File: config.mk
export PLATFORM = sky130hd
export DESIGN_NAME = board_cell_ctrl_flat
export DESIGN_NICKNAME = d
export VERILOG_FILES = /design/src/rtl/project_cfg_pkg.sv /design/src/rtl/board_cell_ctrl_if.sv /design/src/rtl/board_cell_ctrl_click_edge_det.sv /design/src/rtl/board_cell_ctrl.sv /design/src/flat_wrapper.sv
export SDC_FILE = /design/constraint.sdc
export NUM_CORES = 1
export LEC_CHECK = 0
export BUFFER_PORTS_ARGS = -buffer_cell sky130_fd_sc_hd__buf_2
export CAP_MARGIN = 40
export CELL_PAD_IN_SITES_DETAIL_PLACEMENT = 0
export CELL_PAD_IN_SITES_GLOBAL_PLACEMENT = 1
export CORE_MARGIN = 2
export CORE_UTILIZATION = 37
export DETAILED_ROUTE_END_ITERATION = 8
export PLACE_DENSITY_LB_ADDON = 0.1
export REMOVE_ABC_BUFFERS = 1
export SYNTH_ARGS = -nofsm -noshare
export SYNTH_HDL_FRONTEND = slang
export SYNTH_SLANG_ARGS = --single-unit
File: constraint.sdc
create_clock -name clk -period 1.9 [get_ports clk]
set_input_delay 0.095 -clock clk [delete_from_list [all_inputs] [get_ports clk]]
set_output_delay 0.095 -clock clk [all_outputs]
set_load 0.01 [all_outputs]
File: src/rtl/project_cfg_pkg.sv
// Shared board-game configuration: board geometry, cell encoding and result codes
// used by the board cell controller and its neighbours.
package project_cfg_pkg;

    localparam int         GRID_N          = 10;
    localparam int         NUM_SHIP_CELLS  = 20;
    localparam int         DEBOUNCE_CYCLES = 4;
    localparam logic [7:0] COR_NONE        = 8'hFF;

    typedef enum logic [1:0] {
        EMPTY = 2'd0,
        SHIP  = 2'd1,
        HIT   = 2'd2,
        MISS  = 2'd3
    } cell_t;

    typedef enum logic [2:0] {
        R_PLACED   = 3'd0,
        R_REMOVED  = 3'd1,
        R_HIT      = 3'd2,
        R_MISS     = 3'd3,
        R_REJ_OOB  = 3'd4,
        R_REJ_USED = 3'd5,
        R_REJ_FULL = 3'd6
    } res_t;

endpackage

File: src/rtl/board_cell_ctrl_if.sv
// Board state RAM port: one synchronous read (1-cycle latency) and one write strobe.
interface board_cell_ctrl_if;

    logic [6:0] rd_addr;
    logic [1:0] rd_data;
    logic       wr_en;
    logic [6:0] wr_addr;
    logic [1:0] wr_data;

    modport master (output rd_addr, input rd_data, output wr_en, output wr_addr, output wr_data);
    modport slave  (input rd_addr, output rd_data, input wr_en, input wr_addr, input wr_data);

endinterface

File: src/rtl/board_cell_ctrl_click_edge_det.sv
// Turns the per-cycle coordinate stream into single press events.
// BOARD_CLICK_DEBOUNCE_EN adds a stability counter in front of the press detector.
module click_edge_det
    import project_cfg_pkg::*;
#(
    parameter int DEBOUNCE_CYCLES = project_cfg_pkg::DEBOUNCE_CYCLES
) (
    input  logic       clk,
    input  logic       rst,
    input  logic [7:0] cor_in,
    output logic       evt,
    output logic [7:0] evt_cor
);

    if (DEBOUNCE_CYCLES < 1) begin : g_bad_cfg
        $error("DEBOUNCE_CYCLES must be at least 1");
    end

    logic [7:0] prev_q, prev_d;

    assign prev_d  = cor_in;
    assign evt_cor = cor_in;

    always_ff @(posedge clk) begin
        if (rst) prev_q <= COR_NONE;
        else     prev_q <= prev_d;
    end

`ifdef BOARD_CLICK_DEBOUNCE_EN
    localparam int CW = $clog2(DEBOUNCE_CYCLES + 1);

    logic [CW-1:0] cnt_q, cnt_d;
    logic          armed_q, armed_d;

    // armed means an idle cycle has been seen since the last accepted press
    always_comb begin
        cnt_d   = cnt_q;
        armed_d = armed_q;
        evt     = 1'b0;
        if (cor_in == COR_NONE) begin
            cnt_d   = '0;
            armed_d = 1'b1;
        end else if (cor_in != prev_q) begin
            cnt_d = CW'(1);
        end else if (cnt_q != CW'(DEBOUNCE_CYCLES)) begin
            cnt_d = cnt_q + 1'b1;
        end
        if (armed_q && cor_in != COR_NONE && cor_in == prev_q && cnt_q == CW'(DEBOUNCE_CYCLES)) begin
            evt     = 1'b1;
            armed_d = 1'b0;
        end
    end

    always_ff @(posedge clk) begin
        if (rst) begin
            cnt_q   <= '0;
            armed_q <= 1'b1;
        end else begin
            cnt_q   <= cnt_d;
            armed_q <= armed_d;
        end
    end
`else
    assign evt = (cor_in != COR_NONE) && (prev_q == COR_NONE);
`endif

endmodule

File: src/rtl/board_cell_ctrl.sv
// Board cell controller: validates each click against board RAM and does the
// placement/attack read-modify-write. BOARD_CLICK_DEBOUNCE_EN enables press debouncing.
module board_cell_ctrl
    import project_cfg_pkg::*;
#(
    parameter int GRID_N          = project_cfg_pkg::GRID_N,
    parameter int NUM_SHIP_CELLS  = project_cfg_pkg::NUM_SHIP_CELLS,
    parameter int DEBOUNCE_CYCLES = project_cfg_pkg::DEBOUNCE_CYCLES
) (
    input  logic               clk,
    input  logic               rst,
    input  logic [7:0]         cor_in,
    input  logic               mode,
    input  logic               en,
    board_cell_ctrl_if.master  ram,
    output logic               busy,
    output logic               res_valid,
    output logic [2:0]         res_code,
    output logic [7:0]         res_cor,
    output logic [4:0]         ships_left,
    output logic               place_done
);

    localparam logic [2:0] S_IDLE  = 3'd0;
    localparam logic [2:0] S_READ  = 3'd1;
    localparam logic [2:0] S_WAIT  = 3'd2;
    localparam logic [2:0] S_CHECK = 3'd3;
    localparam logic [2:0] S_WRITE = 3'd4;

    localparam logic [4:0] GRID_L    = 5'(GRID_N);
    localparam logic [4:0] SHIPS_MAX = 5'(NUM_SHIP_CELLS);

    logic       evt;
    logic [7:0] evt_cor;
    logic [3:0] evt_x, evt_y;

    click_edge_det #(.DEBOUNCE_CYCLES(DEBOUNCE_CYCLES)) u_click (
        .clk     (clk),
        .rst     (rst),
        .cor_in  (cor_in),
        .evt     (evt),
        .evt_cor (evt_cor)
    );

    assign evt_x = evt_cor[7:4];
    assign evt_y = evt_cor[3:0];

    logic [2:0] state_q, state_d;
    logic [7:0] cor_q, cor_d;
    logic       mode_q, mode_d;
    cell_t      cell_q, cell_d;
    logic [6:0] rd_addr_q, rd_addr_d;
    logic       wr_en_q, wr_en_d;
    logic [6:0] wr_addr_q, wr_addr_d;
    logic [1:0] wr_data_q, wr_data_d;
    logic       res_valid_q, res_valid_d;
    logic [2:0] res_code_q, res_code_d;
    logic [7:0] res_cor_q, res_cor_d;
    logic [4:0] ships_q, ships_d;
    logic       do_wr;
    cell_t      new_cell;

    always_comb begin
        state_d     = state_q;
        cor_d       = cor_q;
        mode_d      = mode_q;
        cell_d      = cell_q;
        rd_addr_d   = rd_addr_q;
        wr_en_d     = 1'b0;
        wr_addr_d   = wr_addr_q;
        wr_data_d   = wr_data_q;
        res_valid_d = 1'b0;
        res_code_d  = res_code_q;
        res_cor_d   = res_cor_q;
        ships_d     = ships_q;
        do_wr       = 1'b0;
        new_cell    = cell_q;
        unique case (state_q)
            S_IDLE: if (evt && en) begin
                cor_d  = evt_cor;
                mode_d = mode;
                if ({1'b0, evt_x} >= GRID_L || {1'b0, evt_y} >= GRID_L) begin
                    res_valid_d = 1'b1;
                    res_code_d  = R_REJ_OOB;
                    res_cor_d   = evt_cor;
                end else begin
                    rd_addr_d = {3'd0, evt_y} * 7'(GRID_N) + {3'd0, evt_x};
                    state_d   = S_READ;
                end
            end
            S_READ:  state_d = S_WAIT;
            S_WAIT: begin
                cell_d  = cell_t'(ram.rd_data);
                state_d = S_CHECK;
            end
            S_CHECK: begin
                res_valid_d = 1'b1;
                res_cor_d   = cor_q;
                state_d     = S_IDLE;
                if (!mode_q) begin
                    unique case (cell_q)
                        EMPTY: if (ships_q != 5'd0) begin
                            new_cell   = SHIP;
                            do_wr      = 1'b1;
                            ships_d    = ships_q - 5'd1;
                            res_code_d = R_PLACED;
                        end else begin
                            res_code_d = R_REJ_FULL;
                        end
                        SHIP: begin
                            new_cell   = EMPTY;
                            do_wr      = 1'b1;
                            if (ships_q != SHIPS_MAX) ships_d = ships_q + 5'd1;
                            res_code_d = R_REMOVED;
                        end
                        default: res_code_d = R_REJ_USED;
                    endcase
                end else begin
                    unique case (cell_q)
                        EMPTY: begin
                            new_cell   = MISS;
                            do_wr      = 1'b1;
                            res_code_d = R_MISS;
                        end
                        SHIP: begin
                            new_cell   = HIT;
                            do_wr      = 1'b1;
                            res_code_d = R_HIT;
                        end
                        default: res_code_d = R_REJ_USED;
                    endcase
                end
                // the result pulse lands in the WRITE cycle, alongside the strobe
                if (do_wr) begin
                    state_d   = S_WRITE;
                    wr_en_d   = 1'b1;
                    wr_addr_d = rd_addr_q;
                    wr_data_d = new_cell;
                end
            end
            S_WRITE: state_d = S_IDLE;
            default: state_d = S_IDLE;
        endcase
    end

    always_ff @(posedge clk) begin
        if (rst) begin
            state_q     <= S_IDLE;
            cor_q       <= COR_NONE;
            mode_q      <= 1'b0;
            cell_q      <= EMPTY;
            rd_addr_q   <= '0;
            wr_en_q     <= 1'b0;
            wr_addr_q   <= '0;
            wr_data_q   <= '0;
            res_valid_q <= 1'b0;
            res_code_q  <= '0;
            res_cor_q   <= COR_NONE;
            ships_q     <= SHIPS_MAX;
        end else begin
            state_q     <= state_d;
            cor_q       <= cor_d;
            mode_q      <= mode_d;
            cell_q      <= cell_d;
            rd_addr_q   <= rd_addr_d;
            wr_en_q     <= wr_en_d;
            wr_addr_q   <= wr_addr_d;
            wr_data_q   <= wr_data_d;
            res_valid_q <= res_valid_d;
            res_code_q  <= res_code_d;
            res_cor_q   <= res_cor_d;
            ships_q     <= ships_d;
        end
    end

    assign ram.rd_addr = rd_addr_q;
    assign ram.wr_en   = wr_en_q;
    assign ram.wr_addr = wr_addr_q;
    assign ram.wr_data = wr_data_q;
    assign busy        = (state_q != S_IDLE);
    assign res_valid   = res_valid_q;
    assign res_code    = res_code_q;
    assign res_cor     = res_cor_q;
    assign ships_left  = ships_q;
    assign place_done  = (ships_q == 5'd0);

endmodule

File: src/flat_wrapper.sv
// flat-port wrapper written by rule: the top's interface ports become plain ports
module board_cell_ctrl_flat import project_cfg_pkg::*;
#(
    parameter int GRID_N          = project_cfg_pkg::GRID_N,
    parameter int NUM_SHIP_CELLS  = project_cfg_pkg::NUM_SHIP_CELLS,
    parameter int DEBOUNCE_CYCLES = project_cfg_pkg::DEBOUNCE_CYCLES
)
  (clk, rst, cor_in, mode, en, busy, res_valid, res_code, res_cor, ships_left, place_done, ram_rd_addr, ram_rd_data, ram_wr_en, ram_wr_addr, ram_wr_data);
  board_cell_ctrl_if ram_i ();
  input  logic clk;
  input  logic rst;
  input  logic [7:0] cor_in;
  input  logic mode;
  input  logic en;
  output logic busy;
  output logic res_valid;
  output logic [2:0] res_code;
  output logic [7:0] res_cor;
  output logic [4:0] ships_left;
  output logic place_done;
  output wire logic [$bits(ram_i.rd_addr)-1:0] ram_rd_addr;
  input wire logic [$bits(ram_i.rd_data)-1:0] ram_rd_data;
  output wire logic [$bits(ram_i.wr_en)-1:0] ram_wr_en;
  output wire logic [$bits(ram_i.wr_addr)-1:0] ram_wr_addr;
  output wire logic [$bits(ram_i.wr_data)-1:0] ram_wr_data;
  assign ram_rd_addr = ram_i.rd_addr;
  assign ram_i.rd_data = ram_rd_data;
  assign ram_wr_en = ram_i.wr_en;
  assign ram_wr_addr = ram_i.wr_addr;
  assign ram_wr_data = ram_i.wr_data;
  board_cell_ctrl #(.GRID_N(GRID_N), .NUM_SHIP_CELLS(NUM_SHIP_CELLS), .DEBOUNCE_CYCLES(DEBOUNCE_CYCLES)) u_core (.clk(clk), .rst(rst), .cor_in(cor_in), .mode(mode), .en(en), .ram(ram_i), .busy(busy), .res_valid(res_valid), .res_code(res_code), .res_cor(res_cor), .ships_left(ships_left), .place_done(place_done));
endmodule
* After elaboration in Yosys (flattened, before gate mapping)
Index checks and enable logic that the tools add are counted. W data, S select, Z words.
Storage, ports and cells: input port bits 14, register bits after elaboration 56
Operators by class: equality and inequality tests 12, add/sub/neg operators 3, order comparisons 2, reductions and logical operators 18, bitwise operators 3, multiply operators 1, multiplexer cells 30
Operators with widths (count):
- $mux W3 | 7
- $pmux W3 S2 | 3
- $mux W8 | 2
- $pmux W8 S2 | 1
- $pmux W3 S4 | 1
- $mux W5 | 2
- $pmux W5 S2 | 1
- $eq A8 B8 Y1 const B | 1
- $ge A4 B4 Y1 const B | 2
- $ne A2 B1 Y1 const B | 4
- $ne A8 B8 Y1 const B | 1
- $pmux W2 S2 | 2
- $add A7 B4 Y7 | 1
- $mux W1 | 7
- $eq A3 B2 Y1 const B | 2
- $mul A4 B3 Y6 const B | 1
- $reduce_and A2 Y1 | 3
- $reduce_and A3 Y1 | 2
- $add A5 B1 Y5 const B | 1
- $logic_not A5 Y1 | 1
- $ne A5 B5 Y1 const B | 1
- $reduce_and A5 Y1 | 1
- $reduce_bool A5 Y1 | 1
- $sub A5 B1 Y5 const B | 1
- other kinds (13) | 20

* Depth between registers and ports, before layout
Gate-level depths: netlist of the first run.
word-level depth 7, depth in mapped cells 9, mapped depth without buffers 9

* Modules after synthesis
Synthesis of the first run repeated with hierarchy kept, for this count alone.
Unflattened totals: cells, all modules 284, area total of the unflattened synthesis 2690.1 um2
By module, submodules not included:
- board_cell_ctrl | cells each 255, area each 2377.3 um2, instances 1
- click_edge_det | cells each 29, area each 312.8 um2, instances 1

* Worst setup path after synthesis of the first run
No wires, ideal clock.
path type register to register, start register u_core.cell_q[1], end register u_core.ships_q[4] (netlist: u_core.ships_left[4]), required time 1.773 ns, clock period less this slack 1.986 ns, arrival 1.859 ns, setup slack -0.086 ns, cell stages (with the launch flop) 9, library setup time 0.127 ns, cell sequence dfxtp_1 > inv_1 > ha_1 > fa_1 > nand2b_1 > a21oi_1 > xnor2_1 > o21ai_0 > or3b_1
Between the ends: longest elaborated chain between the ends 3, elaborated cells on any way between the ends 7
RTL lines:
- from (decl) | RTL line board_cell_ctrl.sv:51 | cell_t cell_q, cell_d;
- from (signal assigned) | RTL line board_cell_ctrl.sv:164 | cell_q <= cell_d;
- $eq A2 B1 Y1 or $logic_not A2 Y1 (tied branches) | RTL line board_cell_ctrl.sv:101 | unique case (cell_q)
- $ne A2 B1 Y1 (no source line) or $reduce_bool A2 Y1 (tied branches)
- $reduce_and A5 Y1 (no source line)
- to (signal assigned) | RTL line board_cell_ctrl.sv:172 | ships_q <= ships_d;
- to (decl) | RTL line board_cell_ctrl.sv:59 | logic [4:0] ships_q, ships_d;
Several ways; a longest one is shown, not always the timed one. A chain may end at the register's enable or synchronous reset.

* Worst setup path after layout of the first run
Same ends and word-level chain as after synthesis.

==> results_dict.tcl, run 1 <==
set metrics [dict create \
    status "finished clean" \
    reg2reg_depth 8 \
    cts_root_buf "clkbuf_8" \
    p_leak_nw 1.46 \
    combPwrFrac 0.115 \
    synth.ff_latch_count 56 \
    cts_max_path_buffers 2 \
    synthArstFlopShare 0 \
    startpoint "u_core.cell_q[1]$_SDFFE_PP0P_" \
    rsz0062_at_grt "yes" \
    min_period_ns 1.84 \
    vias 2174 \
    synthCells 276 \
    overflow 0 \
    diodes 0 \
    p_int_w 0.00161 \
    grt_pass1_wl_mm 9.92 \
    drt_iter0_markers 71 \
    hold_violations 0 \
    critical_path.startpoint_type "register" \
    worst_pin_slew_ns 0.740 \
    wirelength_mm 6.09 \
    syn-cell-area_um2 2590 \
    hold_path_class "in2reg" \
    numPortBuffers 49 \
    skew_ns 0.00620 \
    synth_top_area_cell "dfxtp_1" \
    cts_sinks 56 \
    grt_pass1_vias 2066 \
    crit_path_end "u_core.ships_left[4]$_SDFFE_PP1P_" \
    synth_top_area_share 0.432 \
    area_growth_syn_to_layout_pct 28.5 \
    ir_drop_v 0.000343 \
    via_per_inst 4.81 \
    synthTopCellsByArea "dfxtp_1 43%, mux2i_1 6.9%, nor3_1 5.4%" \
    cts_hold_buf 0 \
    htreeDepth 2 \
    cp.required_ns 2.10 \
    fillCellCount 693 \
    routedWlPerCell_um 13.5 \
    grt_max_degree 45 \
    core_area_um2 6790 \
    place_hpwl_mm 4.33 \
    gp_congestion 0.733 \
    cts_tree "yes" \
    nNetsFinal 383 \
    synth_common_cells "56 x dfxtp_1, 34 x nor2_1, 28 x nor3_1" \
    worst_ep_arrival_time_ns 2.03 \
    path_clk_slew_ns 0.10 \
    ys_warn_count 0 \
    reg2reg_slack_ns 0.06 \
    grt_use_total 0.167 \
    fin_area_um2 3330 \
    syn_area_per_cell_um2 9.40 \
    drv_slew 0 \
    drv_cap 0 \
    synthFlopType "dfxtp_1" \
    die_w_um 87.7 \
    synth_edf_count 0 \
    start_util 0.382 \
    antenna_found_initial 0 \
    p_switching_w 0.000530 \
    die_area_um2 7700 \
    clock_latency_ns 0.31 \
    slew_headroom 0.507 \
    fin_crit_sh 0.968 \
    placed_area_um2 3160 \
    crit_fanout 4 \
    yosysMostFrequentCell "dfxtp_1" \
    top_level_ports 50 \
    setup_viol 0 \
    final_antenna_net_count 0 \
    drive_gt1_frac 0.348 \
    die_y_um 87.7 \
    worstSetupPathType "reg2reg" \
    synth_cell_types 44 \
    max_freq_mhz 544 \
    endpoint_kind "register" \
    power_frac_seq 0.566 \
    reg2reg_to "u_core.ships_left[4]$_SDFFE_PP1P_" \
    num_rows 30 \
    r2r-start "u_core.cell_q[1]$_SDFFE_PP0P_" \
    setup-tns-final_ns 0 \
    seq_area_frac_synth 0.432 \
    cts_buffers 5 \
    hold_ws_ns 0.0224 \
    dr.pass1.iters 4 \
    drc 0 \
    p_sw_frac 0.248 \
    pwr-share-clk 0.319 \
    power_density_nw_per_um2 641 \
]
worst max-delay path: stages (launching register included):
cell	delay, ns
dfxtp_2	0.35
inv_2	0.05
ha_4	0.17
fa_2	0.34
nand2b_4	0.16
a21oi_4	0.15
xnor2_2	0.13
nor3_1	0.06
or3b_1	0.33
layer usage:
metal	wire length, um	track usage
met3	220	0.0339
met5	0	0
met2	2850	0.264
met4	119	0.0685
met1	2900	0.223
cell families (layout without fill, tap and decap cells):
group           count (synthesis)  after routing  synth area share
simple gates                  114            114             0.241
flops                          56             56             0.432
compound gates                 34             34            0.0960
buf+inv                        29            109            0.0473
mux                            19             19            0.0738
fa+ha+maj                      14             14            0.0762
xor+xnor                       10             10            0.0338
power by group through the flow:
| stage | sequential [W] | combinational [W] | clock [W] |
|---|---|---|---|
| 2_1_floorplan | 0.00124 | 0.000133 | 0 |
| 3_3_place_gp | 0.00124 | 0.000241 | 0 |
| 3_5_place_dp | 0.00124 | 0.000243 | 0 |
| 4_1_cts | 0.00121 | 0.000245 | 0.000717 |
| 5_1_grt | 0.00121 | 0.000277 | 0.000766 |
| 6_report | 0.00121 | 0.000246 | 0.000681 |
layout make-up:
cell class,instances,area (um^2),share of cell area
inverter,16,60.1,0.0180
timing repair buffer,85,515,0.155
multi-input combinational,191,1420,0.426
tap,96,120,0.0360
clock inverter,1,7.51,0.00225
sequential,56,1120,0.337
clock buffer,7,86.3,0.0259
stage by stage:
stage	std cells	setup slack [ns]	power, W	util
after CTS	450	0.0171	0.00217	0.480
after global placement	442	-0.0421	0.00148	0.465
after global routing	452	-0.0278	0.00226	0.491
after floorplan	263	-0.391	0.00137	-
final	452	0.0614	0.00214	0.491
after detailed placement	442	-0.0525	0.00148	0.465
flip-flops by register name (all words and copies together), names as in the netlist, 2 cells and up:
register,count
u_core.cor_q,8
u_core.res_cor,8
u_core.u_click.prev_q,8
u_core.ram.rd_addr,7
u_core.ram.wr_addr,7
u_core.ships_left,5
u_core.res_code,3
u_core.state_q,3
u_core.cell_q,2
u_core.ram.wr_data,2
layout by cell type, fill, tap and decap left out, types with 3 or more instances in the layout:
cell type  synthesis  final
a211o_1            9      9
a211oi_1           3      3
a21oi_1            6      5
buf_2              2     49
buf_4              1     36
clkbuf_8           0      6
dfxtp_1           56     54
ha_1              11      8
inv_1             16     14
mux2i_1           18     18
nand2_1            5      5
nand4_1            3      3
nor2_1            34     33
nor2_2             2      3
nor2b_1            9      9
nor3_1            28     28
nor4_1             9      9
o21ai_0            6      5
or2_2              8      8
xnor2_1            8      7
worst min-delay path by stage:
stage | startpoint | endpoint | slack [ns] | depth (start not counted)
after detailed placement | ram_rd_data[0] | u_core.cell_q[0]$_SDFFE_PP0P_ | 0.35 | 3
after CTS | mode | u_core.mode_q$_SDFFE_PP0P_ | 0.02 | 3
after global placement | ram_rd_data[0] | u_core.cell_q[0]$_SDFFE_PP0P_ | 0.34 | 3
after global routing | ram_rd_data[0] | u_core.cell_q[0]$_SDFFE_PP0P_ | 0.03 | 3
after floorplan | rst | u_core.res_code[0]$_SDFFE_PP0P_ | 0.16 | 1
final | mode | u_core.mode_q$_SDFFE_PP0P_ | 0.02 | 3
repair_timing:
action | CTS | global route
resized for setup | 4 | 12
setup endpoints to repair | 1 | 6
pin swaps | 0 | 4
buffers inserted | 0 | 2
Power figures use the tool's default switching activity.
==> inputs of run 2 (changes only) <==
--- a/config.mk
+++ b/config.mk
@@ -9,6 +9,7 @@
 export CAP_MARGIN = 40
 export CELL_PAD_IN_SITES_DETAIL_PLACEMENT = 0
 export CELL_PAD_IN_SITES_GLOBAL_PLACEMENT = 1
+export CORE_ASPECT_RATIO = 1.75
 export CORE_MARGIN = 2
 export CORE_UTILIZATION = 37
 export DETAILED_ROUTE_END_ITERATION = 8
==> run 2 against run 1 <==
Against the previous run:
- maximum frequency rose by 0.66%
- clock power rose by 37%
- hold slack improved by 0.026 ns
- first-iteration DRC count fell by 15%
- sequential share of layout area fell by 0.47 points
==> results_dict.tcl, run 2 (synthesis gave the netlist of run 1 again) <==
set metrics [dict create \
    drc 0 \
    endpoint_kind "register" \
    p_sw_frac 0.231 \
    htreeDepth 2 \
    top_level_ports 50 \
    diodes 0 \
    hold_violations 0 \
    total_power_w 0.00239 \
    hold_path_class "in2reg" \
    hold_start "mode" \
    die_area_um2 7730 \
    grt_pass1_vias 2094 \
    startpoint "u_core.cell_q[1]$_SDFFE_PP0P_" \
    grt_max_degree 40 \
    nNetsFinal 378 \
    setup_viol 0 \
    pwr-share-clk 0.391 \
    worst_ep_arrival_time_ns 2.00 \
    area_growth_syn_to_layout_pct 30.3 \
    grt_pass1_wl_mm 10.1 \
    status "finished clean" \
    rsz0062_at_grt "yes" \
    cts_max_path_buffers 2 \
    crit_fanout 3 \
    final_antenna_net_count 0 \
    combPwrFrac 0.103 \
    ir_drop_v 0.000589 \
    cts_tree "yes" \
    core_area_um2 6810 \
    skew_ns 0.00745 \
    final_cell_mix "54 x dfxtp_1, 49 x buf_2, 32 x nor2_1" \
    fin_crit_sh 0.961 \
    cts_sinks 56 \
    wirelength_mm 6.26 \
    hold_ws_ns 0.0489 \
    cts_root_buf "clkbuf_16" \
    place_hpwl_mm 4.71 \
    post-route-util 0.497 \
    r2r-start "u_core.cell_q[1]$_SDFFE_PP0P_" \
    register_area_um2 1120 \
    numPortBuffers 49 \
    slew_headroom 0.523 \
    fillCellCount 691 \
    vias 2176 \
    start_util 0.381 \
    multiInputGateArea_um2 1450 \
    num_rows 40 \
    die_y_um 115 \
    cts_buffers 5 \
    routedWlPerCell_um 14.4 \
    drv_cap 0 \
    cp.required_ns 2.07 \
    antenna_found_initial 0 \
    setup-tns-final_ns 0 \
    drv_slew 0 \
    power_density_nw_per_um2 707 \
    clock_latency_ns 0.29 \
    final_common_cell "dfxtp_1" \
    grt_use_total 0.173 \
    critical_path.startpoint_type "register" \
    gp_congestion 0.723 \
    worst_pin_slew_ns 0.715 \
    min_period_ns 1.83 \
    drt_iter0_markers 60 \
    dr.pass1.iters 4 \
    path_clk_slew_ns 0.06 \
    die_w_um 67.3 \
    max_freq_mhz 547 \
    drive_gt1_frac 0.348 \
    via_per_inst 5.00 \
    postCtsSetupBuffers 0 \
    p_leak_nw 1.46 \
    p_int_w 0.00184 \
    worstSetupPathType "reg2reg" \
    overflow 0 \
    power_frac_seq 0.506 \
    p_switching_w 0.000553 \
]
run 2: cell types whose count changed in the layout (fill, tap and decap cells not counted), sizes merged:
cell	delta
buf	-5
run 2: per-stage QoR:
step | instances | instance area [um^2] | worst slack [ns]
2_1_floorplan | 263 | 2530 | -0.391
3_3_place_gp | 427 | 3130 | -0.0430
3_5_place_dp | 427 | 3130 | -0.0950
4_1_cts | 435 | 3310 | 0.00115
5_1_grt | 435 | 3380 | -0.0209
6_report | 435 | 3380 | 0.0735
run 2: what timing repair did:
item / in CTS / in global routing
pin swaps: 1 / 3
hold buffers: 0 / 0
gates resized for setup: 6 / 15
setup endpoints to repair: 1 / 11
endpoints found under the hold margin: 0 / 0
run 2: path summary, 6_finish.rpt:
path / end / slack, ns / cells after the start
min reg2reg: u_core.ram.wr_data[0]$_SDFFE_PP0P_ / 0.46 / 2
max reg2reg: u_core.ships_left[4]$_SDFFE_PP1P_ / 0.07 / 8
min: u_core.mode_q$_SDFFE_PP0P_ / 0.05 / 3
max: u_core.ships_left[4]$_SDFFE_PP1P_ / 0.07 / 8
run 2: per-layer routing:
metal | part of all wire | track usage
met5 | 0 | 0
met4 | 0.014 | 0.0571
met3 | 0.029 | 0.0323
met2 | 0.56 | 0.316
met1 | 0.40 | 0.196
run 2: worst max-delay path, stage by stage, from the launching register on:
cell,delay (ns)
dfxtp_2,0.33
inv_2,0.05
ha_4,0.16
fa_2,0.34
nand2b_4,0.16
a21oi_4,0.13
xnor2_2,0.07
o21ai_1,0.11
or3b_1,0.35
run 2: power groups by stage:
stage | Combinational, W | Sequential (W) | Clock (W)
3_3_place_gp | 0.000245 | 0.00124 | 0
3_5_place_dp | 0.000246 | 0.00124 | 0
2_1_floorplan | 0.000133 | 0.00124 | 0
6_report | 0.000247 | 0.00121 | 0.000934
4_1_cts | 0.000248 | 0.00121 | 0.000976
5_1_grt | 0.000276 | 0.00121 | 0.00103
run 2: layout make-up:
cell class,instances,area share
timing repair buffer,80,0.145
tap,84,0.0311
inverter,16,0.0178
clock inverter,1,0.00222
multi-input combinational,191,0.430
clock buffer,7,0.0422
sequential,56,0.332
